**config.mk**
```make
export PLATFORM = sky130hd
export DESIGN_NAME = multicycle_ctrl_flat
export DESIGN_NICKNAME = d
export VERILOG_FILES = /design/src/rtl/multicycle_ctrl_if.sv /design/src/rtl/multicycle_ctrl.sv /design/src/flat_wrapper.sv
export SDC_FILE = /design/constraint.sdc
export NUM_CORES = 1
export LEC_CHECK = 0
export ABC_AREA = 0
export CAP_MARGIN = 20
export CORE_ASPECT_RATIO = 0.6
export CORE_MARGIN = 2
export CORE_UTILIZATION = 30
export DETAILED_ROUTE_END_ITERATION = 12
export GPL_TIMING_DRIVEN = 0
export RECOVER_POWER = 25
export SYNTH_ARGS = -nofsm -noshare
export SYNTH_HDL_FRONTEND = slang
export SYNTH_SLANG_ARGS = --single-unit
```
**constraint.sdc**
```tcl
create_clock -name clk -period 4.15 [get_ports clk]
set_clock_uncertainty 0.15 [all_clocks]
set_input_delay 0.83 -clock clk [delete_from_list [all_inputs] [get_ports clk]]
set_output_delay 0.83 -clock clk [all_outputs]
set_load 0.1 [all_outputs]
```
**src/rtl/multicycle_ctrl_if.sv**
```systemverilog
// Datapath control bundle between multicycle_ctrl and the shared datapath.
//
// master (controller) sees:
//   command      5  decoded command of the instruction held in IR
//   zero         1  ALU equality flag, meaningful in EXEC
//   dmem_ack     1  data memory completion
// and drives:
//   pc_write     1  PC load strobe
//   pc_src       2  0 PC+4, 1 branch target, 2 jump target, 3 GRF[rs]
//   ir_write     1  IR load strobe
//   ALUop        4  0 add, 1 sub, 2 or
//   operand_type 4  0 reg, 1 zero-ext imm, 2 sign-ext imm
//   GRF_write    4  write-back source: 0 ALU, 1 DM, 2 PC+4, 3 lui imm
//   reg_write    1  GRF write strobe
//   dmem_req     1  data memory request
//   mem_write    1  store qualifier, valid with dmem_req
// slave (datapath) takes the mirrored directions.

interface multicycle_ctrl_if;
    logic [4:0] command;
    logic       zero;
    logic       dmem_ack;
    logic       pc_write;
    logic [1:0] pc_src;
    logic       ir_write;
    logic [3:0] ALUop;
    logic [3:0] operand_type;
    logic [3:0] GRF_write;
    logic       reg_write;
    logic       dmem_req;
    logic       mem_write;

    modport master (
        input  command, zero, dmem_ack,
        output pc_write, pc_src, ir_write, ALUop, operand_type,
               GRF_write, reg_write, dmem_req, mem_write
    );

    modport slave (
        output command, zero, dmem_ack,
        input  pc_write, pc_src, ir_write, ALUop, operand_type,
               GRF_write, reg_write, dmem_req, mem_write
    );
endinterface

```
**src/rtl/multicycle_ctrl.sv**
```systemverilog
// Multi-cycle sequencing controller for the MIPS-subset datapath.
// Steps PC/IR/ALU/GRF/DM through FETCH/DECODE/EXEC/MEM/WB, runs the
// data-memory req/ack handshake with a bounded wait, and counts retired
// instructions.
//
// Ports:
//   clk      in   system clock, rising edge
//   reset_n  in   asynchronous active-low reset
//   run      in   level; leave IDLE / keep fetching while high
//   dp       --   datapath control bundle (master side)
//   illegal  out  one-cycle pulse when DECODE sees an illegal command
//   timeout  out  sticky; set when MEM waits too long for dmem_ack
//   busy     out  high in every state except IDLE
//   retired  out  count of completed instructions, wraps
//
// state  | meaning
// -------+-----------------------------------------------------------
// IDLE   | stopped, all strobes low, waiting for run
// FETCH  | load IR from PC, PC <= PC+4
// DECODE | latch command into cmd_q; nop/jr/illegal finish here
// EXEC   | ALU operates on cmd_q operands; beq resolves here
// MEM    | dmem request held until ack or wait limit
// WB     | single-cycle GRF write (and jal jump)

module multicycle_ctrl #(
    parameter int CNT_W    = 32,
    parameter int MAX_WAIT = 15
) (
    input  logic             clk,
    input  logic             reset_n,
    input  logic             run,
    multicycle_ctrl_if.master dp,
    output logic             illegal,
    output logic             timeout,
    output logic             busy,
    output logic [CNT_W-1:0] retired
);

    localparam int WAIT_W = (MAX_WAIT < 1) ? 1 : $clog2(MAX_WAIT + 1);

    localparam logic [4:0] CMD_NOP = 5'd0;
    localparam logic [4:0] CMD_ADD = 5'd1;
    localparam logic [4:0] CMD_SUB = 5'd2;
    localparam logic [4:0] CMD_ORI = 5'd3;
    localparam logic [4:0] CMD_LW  = 5'd4;
    localparam logic [4:0] CMD_SW  = 5'd5;
    localparam logic [4:0] CMD_BEQ = 5'd6;
    localparam logic [4:0] CMD_JAL = 5'd7;
    localparam logic [4:0] CMD_JR  = 5'd8;
    localparam logic [4:0] CMD_LUI = 5'd9;

    localparam logic [1:0] PC_SRC_SEQ = 2'd0;
    localparam logic [1:0] PC_SRC_BR  = 2'd1;
    localparam logic [1:0] PC_SRC_J   = 2'd2;
    localparam logic [1:0] PC_SRC_RS  = 2'd3;

    localparam logic [3:0] ALU_ADD = 4'd0;
    localparam logic [3:0] ALU_SUB = 4'd1;
    localparam logic [3:0] ALU_OR  = 4'd2;

    localparam logic [3:0] OPND_REG  = 4'd0;
    localparam logic [3:0] OPND_ZEXT = 4'd1;
    localparam logic [3:0] OPND_SEXT = 4'd2;

    localparam logic [3:0] WB_ALU = 4'd0;
    localparam logic [3:0] WB_DM  = 4'd1;
    localparam logic [3:0] WB_PC4 = 4'd2;
    localparam logic [3:0] WB_LUI = 4'd3;

    typedef enum logic [2:0] {
        S_IDLE   = 3'd0,
        S_FETCH  = 3'd1,
        S_DECODE = 3'd2,
        S_EXEC   = 3'd3,
        S_MEM    = 3'd4,
        S_WB     = 3'd5
    } state_t;

    state_t             state_q, state_d;
    logic [4:0]         cmd_q, cmd_d;
    logic [WAIT_W-1:0]  wait_q, wait_d;
    logic [CNT_W-1:0]   retired_q;
    logic               timeout_q;
    logic               retire;
    logic               timeout_set;
    state_t             end_state;

    logic               pc_write_c;
    logic [1:0]         pc_src_c;
    logic               ir_write_c;
    logic [3:0]         alu_op_c;
    logic [3:0]         operand_type_c;
    logic [3:0]         grf_write_c;
    logic               reg_write_c;
    logic               dmem_req_c;
    logic               mem_write_c;
    logic               illegal_c;

    // run is only consulted where an instruction finishes, so an
    // instruction already in flight always completes.
    assign end_state = run ? S_FETCH : S_IDLE;

    // ------------------------------------------------------------------
    // State register and the small amount of datapath state it owns
    // ------------------------------------------------------------------
    always_ff @(posedge clk or negedge reset_n) begin
        if (!reset_n) begin
            state_q   <= S_IDLE;
            cmd_q     <= 5'd0;
            wait_q    <= '0;
            retired_q <= '0;
            timeout_q <= 1'b0;
        end else begin
            state_q <= state_d;
            cmd_q   <= cmd_d;
            wait_q  <= wait_d;
            if (retire) begin
                retired_q <= retired_q + CNT_W'(1);
            end
            if (timeout_set) begin
                timeout_q <= 1'b1;
            end
        end
    end

    // ------------------------------------------------------------------
    // Next-state logic
    // ------------------------------------------------------------------
    always_comb begin
        state_d     = state_q;
        cmd_d       = cmd_q;
        wait_d      = wait_q;
        retire      = 1'b0;
        timeout_set = 1'b0;

        case (state_q)
            S_IDLE: begin
                if (run) begin
                    state_d = S_FETCH;
                end
            end

            S_FETCH: begin
                state_d = S_DECODE;
            end

            S_DECODE: begin
                cmd_d = dp.command;
                case (dp.command)
                    CMD_NOP, CMD_JR: begin
                        retire  = 1'b1;
                        state_d = end_state;
                    end
                    CMD_JAL: begin
                        state_d = S_WB;
                    end
                    CMD_ADD, CMD_SUB, CMD_ORI, CMD_LW,
                    CMD_SW, CMD_BEQ, CMD_LUI: begin
                        state_d = S_EXEC;
                    end
                    default: begin
                        // illegal: dropped without retiring
                        state_d = end_state;
                    end
                endcase
            end

            S_EXEC: begin
                case (cmd_q)
                    CMD_ADD, CMD_SUB, CMD_ORI, CMD_LUI: state_d = S_WB;
                    CMD_LW, CMD_SW:                     state_d = S_MEM;
                    CMD_BEQ: begin
                        retire  = 1'b1;
                        state_d = end_state;
                    end
                    default:                            state_d = end_state;
                endcase
            end

            S_MEM: begin
                // ack takes priority over the wait limit in the same cycle
                if (dp.dmem_ack) begin
                    wait_d = '0;
                    if (cmd_q == CMD_LW) begin
                        state_d = S_WB;
                    end else begin
                        retire  = 1'b1;
                        state_d = end_state;
                    end
                end else if (wait_q == WAIT_W'(MAX_WAIT)) begin
                    timeout_set = 1'b1;
                    wait_d      = '0;
                    state_d     = S_IDLE;
                end else begin
                    wait_d = wait_q + WAIT_W'(1);
                end
            end

            S_WB: begin
                retire  = 1'b1;
                state_d = end_state;
            end

            default: begin
                state_d = S_IDLE;
            end
        endcase
    end

    // ------------------------------------------------------------------
    // Output decode. Everything is a function of state_q and cmd_q, so
    // an async reset forces IDLE and every strobe drops with it. DECODE
    // is the exception: cmd_q is only being loaded there, so jr and the
    // illegal pulse decode the command currently sitting in IR.
    // ------------------------------------------------------------------
    always_comb begin
        pc_write_c     = 1'b0;
        pc_src_c       = PC_SRC_SEQ;
        ir_write_c     = 1'b0;
        alu_op_c       = ALU_ADD;
        operand_type_c = OPND_REG;
        grf_write_c    = WB_ALU;
        reg_write_c    = 1'b0;
        dmem_req_c     = 1'b0;
        mem_write_c    = 1'b0;
        illegal_c      = 1'b0;

        case (state_q)
            S_FETCH: begin
                ir_write_c = 1'b1;
                pc_write_c = 1'b1;
                pc_src_c   = PC_SRC_SEQ;
            end

            S_DECODE: begin
                if (dp.command == CMD_JR) begin
                    pc_write_c = 1'b1;
                    pc_src_c   = PC_SRC_RS;
                end
                illegal_c = (dp.command > CMD_LUI);
            end

            S_EXEC: begin
                case (cmd_q)
                    CMD_ADD: begin
                        alu_op_c       = ALU_ADD;
                        operand_type_c = OPND_REG;
                    end
                    CMD_SUB: begin
                        alu_op_c       = ALU_SUB;
                        operand_type_c = OPND_REG;
                    end
                    CMD_ORI: begin
                        alu_op_c       = ALU_OR;
                        operand_type_c = OPND_ZEXT;
                    end
                    CMD_LW, CMD_SW: begin
                        alu_op_c       = ALU_ADD;
                        operand_type_c = OPND_SEXT;
                    end
                    CMD_BEQ: begin
                        alu_op_c       = ALU_SUB;
                        operand_type_c = OPND_REG;
                        pc_write_c     = dp.zero;
                        pc_src_c       = PC_SRC_BR;
                    end
                    default: begin
                    end
                endcase
            end

            S_MEM: begin
                // address computation stays on the ALU for the whole access
                alu_op_c       = ALU_ADD;
                operand_type_c = OPND_SEXT;
                dmem_req_c     = 1'b1;
                mem_write_c    = (cmd_q == CMD_SW);
            end

            S_WB: begin
                reg_write_c = 1'b1;
                case (cmd_q)
                    CMD_LW:  grf_write_c = WB_DM;
                    CMD_JAL: begin
                        grf_write_c = WB_PC4;
                        pc_write_c  = 1'b1;
                        pc_src_c    = PC_SRC_J;
                    end
                    CMD_LUI: grf_write_c = WB_LUI;
                    default: grf_write_c = WB_ALU;
                endcase
            end

            default: begin
            end
        endcase
    end

    assign dp.pc_write     = pc_write_c;
    assign dp.pc_src       = pc_src_c;
    assign dp.ir_write     = ir_write_c;
    assign dp.ALUop        = alu_op_c;
    assign dp.operand_type = operand_type_c;
    assign dp.GRF_write    = grf_write_c;
    assign dp.reg_write    = reg_write_c;
    assign dp.dmem_req     = dmem_req_c;
    assign dp.mem_write    = mem_write_c;

    assign illegal = illegal_c;
    assign timeout = timeout_q;
    assign busy    = (state_q != S_IDLE);
    assign retired = retired_q;

endmodule

```
**src/flat_wrapper.sv**
```systemverilog
// flat-port wrapper written by rule: the top's interface ports become plain ports
module multicycle_ctrl_flat 
#(
    parameter int CNT_W    = 32,
    parameter int MAX_WAIT = 15
)
  (clk, reset_n, run, illegal, timeout, busy, retired, dp_command, dp_zero, dp_dmem_ack, dp_pc_write, dp_pc_src, dp_ir_write, dp_ALUop, dp_operand_type, dp_GRF_write, dp_reg_write, dp_dmem_req, dp_mem_write);
  multicycle_ctrl_if dp_i ();
  input  logic clk;
  input  logic reset_n;
  input  logic run;
  output logic illegal;
  output logic timeout;
  output logic busy;
  output logic [CNT_W-1:0] retired;
  input wire logic [$bits(dp_i.command)-1:0] dp_command;
  input wire logic [$bits(dp_i.zero)-1:0] dp_zero;
  input wire logic [$bits(dp_i.dmem_ack)-1:0] dp_dmem_ack;
  output wire logic [$bits(dp_i.pc_write)-1:0] dp_pc_write;
  output wire logic [$bits(dp_i.pc_src)-1:0] dp_pc_src;
  output wire logic [$bits(dp_i.ir_write)-1:0] dp_ir_write;
  output wire logic [$bits(dp_i.ALUop)-1:0] dp_ALUop;
  output wire logic [$bits(dp_i.operand_type)-1:0] dp_operand_type;
  output wire logic [$bits(dp_i.GRF_write)-1:0] dp_GRF_write;
  output wire logic [$bits(dp_i.reg_write)-1:0] dp_reg_write;
  output wire logic [$bits(dp_i.dmem_req)-1:0] dp_dmem_req;
  output wire logic [$bits(dp_i.mem_write)-1:0] dp_mem_write;
  assign dp_i.command = dp_command;
  assign dp_i.zero = dp_zero;
  assign dp_i.dmem_ack = dp_dmem_ack;
  assign dp_pc_write = dp_i.pc_write;
  assign dp_pc_src = dp_i.pc_src;
  assign dp_ir_write = dp_i.ir_write;
  assign dp_ALUop = dp_i.ALUop;
  assign dp_operand_type = dp_i.operand_type;
  assign dp_GRF_write = dp_i.GRF_write;
  assign dp_reg_write = dp_i.reg_write;
  assign dp_dmem_req = dp_i.dmem_req;
  assign dp_mem_write = dp_i.mem_write;
  multicycle_ctrl #(.CNT_W(CNT_W), .MAX_WAIT(MAX_WAIT)) u_core (.clk(clk), .reset_n(reset_n), .run(run), .dp(dp_i), .illegal(illegal), .timeout(timeout), .busy(busy), .retired(retired));
endmodule
```
Yosys cells after proc, flatten, opt, wreduce, memory -nomap -nowiden
Index checks and enable logic that the tools add are counted.
{"block": "classes", "reduce_logical": 9, "addsub": 2, "eq_ne": 25, "n_shift": 0, "order_cmp": 1, "n_div": 0, "mux": 37, "mul": 0, "bitwise_logic": 0}
{"operator": "5-bit by 3-bit equality test with 1-bit output, second input constant", "n": 8}
{"operator": "32-bit by 1-bit adder with 32-bit output, second input constant", "n": 1}
{"operator": "5-bit by 2-bit equality test with 1-bit output, second input constant", "n": 4}
{"operator": "3-bit case mux with 6 select lines", "n": 1}
{"operator": "1-bit 2-to-1 mux", "n": 17}
{"operator": "4-bit 2-to-1 mux", "n": 4}
{"operator": "5-bit by 4-bit equality test with 1-bit output, second input constant", "n": 3}
{"operator": "3-bit 2-to-1 mux", "n": 4}
{"operator": "2-bit case mux with 3 select lines", "n": 2}
{"operator": "3-bit case mux with 2 select lines", "n": 2}
{"operator": "5-bit by 1-bit equality test with 1-bit output, second input constant", "n": 2}
{"operator": "1-bit case mux with 4 select lines", "n": 2}
{"operator": "2-bit case mux with 2 select lines", "n": 2}
{"operator": "4-bit case mux with 2 select lines", "n": 1}
{"operator": "7-bit OR reduction", "n": 1}
{"operator": "3-bit by 2-bit equality test with 1-bit output, second input constant", "n": 2}
{"operator": "3-bit equality test, second input constant", "n": 2}
{"operator": "2-bit OR reduction", "n": 3}
{"operator": "5-bit by 4-bit > comparator with 1-bit output, second input constant", "n": 1}
{"operator": "5-bit zero test", "n": 1}
{"operator": "4-bit by 1-bit adder with 4-bit output, second input constant", "n": 1}
{"operator": "4-bit equality test, second input constant", "n": 1}
{"operator": "2-bit 2-to-1 mux", "n": 2}
{"operator": "4-bit OR reduction", "n": 1}
{"operator": "other kinds (6)", "n": 6}
{"block": "word_totals", "out_inout_bits": 54, "memories": 0, "mem_bits_ro": 0, "regBits": 45, "ramBits": 0, "in_bits": 10, "word_cells": 79, "latchBits": 0}

Longest topological paths before layout
{"block": "depth", "ltp_word": 4, "mapped_depth": 7, "ltp_nobuf": 6}

Worst setup path after synthesis
Ideal clock, no wire load.
{"block": "synth_path", "path_type": "reg2out", "from": "reg u_core.state_q[0]", "to": "out dp_GRF_write[0]", "required_ps": 3170, "t_arrival_ps": 4624, "path_slack_ps": -1454, "n_path_buf": 1, "stages_incl_launch_ff": 4, "cell_sequence": "dfrtp_1 > clkbuf_1 > and2_1 > nor4b_1"}
{"block": "synth_via", "elab_chain_len": 2}
{"element": "from (decl)", "line": "multicycle_ctrl.sv:79", "text": "state_t state_q, state_d;"}
{"element": "from (signal assigned)", "line": "multicycle_ctrl.sv:114", "text": "state_q <= state_d;"}
{"element": "3-bit equality test", "line": "multicycle_ctrl.sv:228", "text": "case (state_q)"}
{"element": "4-bit 2-to-1 mux", "line": "multicycle_ctrl.sv:228"}
{"element": "to (decl)", "line": "flat_wrapper.sv:24", "text": "output wire logic [$bits(dp_i.GRF_write)-1:0] dp_GRF_write;"}
No other way between the ends.

Worst setup path after layout
{"block": "layout_path", "from": "in dp_command[3]", "to": "out illegal"}
{"block": "layout_via", "elab_chain_len": 2}
{"element": "from (decl)", "line": "flat_wrapper.sv:16", "text": "input wire logic [$bits(dp_i.command)-1:0] dp_command;"}
{"element": "5-bit by 4-bit > comparator with 1-bit output", "line": "multicycle_ctrl.sv:240", "text": "illegal_c = (dp.command > CMD_LUI);"}
{"element": "1-bit 2-to-1 mux", "line": "multicycle_ctrl.sv:228"}
{"element": "to (decl)", "line": "flat_wrapper.sv:12", "text": "output logic illegal;"}
No other way between the ends.

==> out/summary.txt <==
=================================================================================
Placeable core region                                                    7880 um2
Critical Path Start Type                                                input pin
Synth Cell Area                                                          2450 um2
IO Pins                                                                        64
Number of cell rows                                                            25
Post-detailed-route count of antenna-violating nets                             0
Total iterations of the first detailed-routing run                              4
Clock buffers created by TritonCTS                                              5
Critical path cell sequence                                          clkdlybuf4s50_1 -> o21a_1 -> nor2_1 -> nor3_1 -> clkdlybuf4s50_1
Crit Path Max Fanout                                                            5
Highest attainable clock frequency                                        252 MHz
Worst setup margin                                                       0.175 ns
Drt initial violations                                                        139
Clock latency of the later-clocked register in the worst-skew pair        0.28 ns
Drt wl/cell                                                               14.8 um
Effective utilization at floorplan                                          31.0%
Commonest cells after routing, fill and taps aside                   clkdlybuf4s50_1 (53), dfrtp_1 (45), xnor2_1 (30)
Number of antenna violations at the first check in global routing               0
Worst slack after detailed placement                                    -0.335 ns
Avg Cell Area, Syn                                                       10.1 um2
CP endpoint kind                                                      output port
Synthesis warning total                                                         0
Count of input and output buffers                                              57
Standard cell with the maximum stage delay on the critical path      clkdlybuf4s50_1
Cell depth of the worst setup path                                              5
Final Max Tran Viols                                                           31
R2R cell count                                                                  5
RePlAce Congestion                                                          0.860
Maximum clock path buffer count                                                 2
Gate count of the mapped netlist                                              241
Max capacitance violation total                                                 1
Cts hold-fix bufs                                                               0
Count of buffers added by post-CTS timing repair for setup                      0
Inserted Diodes                                                                 0
Most common cell after layout, fill and taps aside                   clkdlybuf4s50_1
Switching Share                                                             47.8%
Wire length reported by the detailed router                               6200 um
Total number of vias                                                         2065
Clock tree root driver cell                                             clkbuf_16
Die area                                                                 8920 um2
Clock Power Share                                                           19.1%
Remaining global-route overflow                                                 0
Shortest clock period the worst path allows after layout                  3.97 ns
Async set-or-reset flop fraction in the synthesized netlist                  100%
Yosys cell types                                                               46
Violations in the final reports                                      capacitance limit, slew limit
Ratio of cells with drive above 1 in the final layout                       11.3%
CTS sink count                                                                 45
Number of synthesized flops with an enable pin                                  0
CP Class                                                             input pin to output port
Pin count of the biggest net entering global routing                           31
Share of total power in combinational logic                                 49.5%
Net switching power of the design                                        0.920 mW
Clock-pin slew on the worst setup and hold paths                          0.06 ns
Share of the yosys chip area belonging to registers                         46.0%
Hold Path Depth                                                                 1
Cell mode on critical path                                           clkdlybuf4s50_1
Number of synthesized register bits                                            45
Total count of hold-check failures in the final report                          0
Power density over the cells                                           582 nW/um2
Hold Path Class                                                      flop to flop
Primary FF master, synth                                                  dfrtp_1
Sequential share of power                                                   31.4%
Biggest cell delay along the critical path                                1.18 ns
First-pass GRT wire length                                               10000 um
Worst endpoint required time                                              3.17 ns
Die Width                                                                  121 um
Post-detailed-route DRC marker count                                            0
Vias per Instance                                                            4.94
Final design instance area without fill                                  3300 um2
Count of nets after finishing                                                 323
Area growth, synth to finish                                                35.1%
Worst-margin pin slew                                                     1.62 ns
Internal                                                                  1.00 mW
Tot GR Track Use                                                            14.5%
Setup repair after global routing missed its margin                            no
Data arrival time at the worst-slack endpoint                             2.99 ns
Outcome                                                              finished, violations left
Final critical-path share of the clock period                               95.8%
Height of the die                                                         73.9 um
Placed standard-cell area                                                3200 um2
Layout filler cell count                                                      766
Placed wire-length estimate                                               4650 um
Largest vdd supply drop                                                  0.308 mV
TritonCTS clock tree                                                        built
Number of gates given a new drive strength after cts                            5
Number of levels in the clock H-tree                                            2
Max_slew headroom                                                          -7.96%
# setup viols final                                                             0
Leakage power figure                                                      1.37 nW
Worst path buffer plus inverter count                                           2
Via count of the first global-routing pass                                   1946
Delay-heaviest family, CP                                            buffers and inverters
=================================================================================
## registers in the layout (all words and copies together) (netlist names)
signal,count
u_core.cmd_q,5
u_core.retired,32
u_core.wait_q,4
u_core.state_q,3
u_core.timeout,1
## power by group through the flow
stage	registers, mW	clock network [mW]	logic [mW]
finish	0.604	0.367	0.953
floorplan	0.731	0	0.593
detailed placement	0.609	0	0.954
global route	0.619	0.393	1.01
global placement	0.610	0	0.947
CTS	0.602	0.379	0.952
## through the flow
step	std cells	utilization (%)	hold WS, ns	total power, mW	TNS [ns]
4_1_cts	418	42.2	0.319	1.93	0
2_1_floorplan	246	-	0.307	1.32	-0.110
5_1_grt	418	41.9	0.347	2.02	0
3_5_place_dp	412	40.6	0.309	1.56	-0.760
3_3_place_gp	411	40.4	0.306	1.56	-0.751
6_report	418	41.9	0.313	1.92	0
## worst register-to-register path: cells and delay by family, from the launching register on
kind / cells / cell delay [ns]
AND/OR/NAND/NOR: 4 / 1.27
flip-flops: 1 / 0.43
XOR/XNOR: 1 / 0.17
## synthesized netlist by cell type (4+ instances only)
cell      count  share of area [%]
inv_1         4               0.61
nor2_1       15                2.3
buf_6         4                1.8
and3_1       11                2.8
nand3_1      16                3.3
buf_4         6                1.8
mux2_2        5                2.3
nand4_1      20                5.1
and4_1        4                1.4
nand2b_1      4                1.0
nor2b_1       4                1.0
clkbuf_1      5               0.77
xnor2_1      30                 11
dfrtp_1      45                 46
nand2_1      15                2.3
and2_1        6                1.5
o21ai_0       8                1.6
## area by class of cell
type | count | area [um2] | area share (%)
clock buffer | 5 | 125 | 3.79
inverter | 4 | 15.0 | 0.454
buffer | 16 | 114 | 3.45
clock inverter | 1 | 5.00 | 0.151
tap | 108 | 135 | 4.09
sequential | 45 | 1130 | 34.1
timing repair buffer | 58 | 559 | 16.9
multi-input combinational | 181 | 1220 | 37.1
## path summary, 6_finish.rpt
path / slack, ns / end / from
min in group asynchronous: 0.48 / u_core.retired[6] / reset_n
worst min-delay path: 0.31 / u_core.timeout / u_core.timeout
worst max register to register: 2.02 / u_core.retired[25] / u_core.retired[2]
max in group asynchronous: 1.39 / u_core.retired[25] / reset_n
worst min register to register: 0.31 / u_core.timeout / u_core.timeout
worst max-delay path: 0.18 / illegal / dp_command[3]
## metal layers
layer	vias up	part of all wire [%]	track usage, %
met3	4	5.8	3.76
met4	0	0.74	3.88
met5	-	0	0
li1	1003	-	-
met1	999	52	22.3
met2	59	41	20.2
## cell families after synthesis
kind of cell    after synthesis  share of synthesized area (%)
fa+ha+maj                     2                           1.02
mux                           6                           2.71
buf+inv                      20                           5.27
flops                        45                           46.0
simple gates                113                           26.6
other cells                   1                          0.153
compound gates               23                           7.06
xor+xnor                     31                           11.1
(Power assumes the default switching activity.)
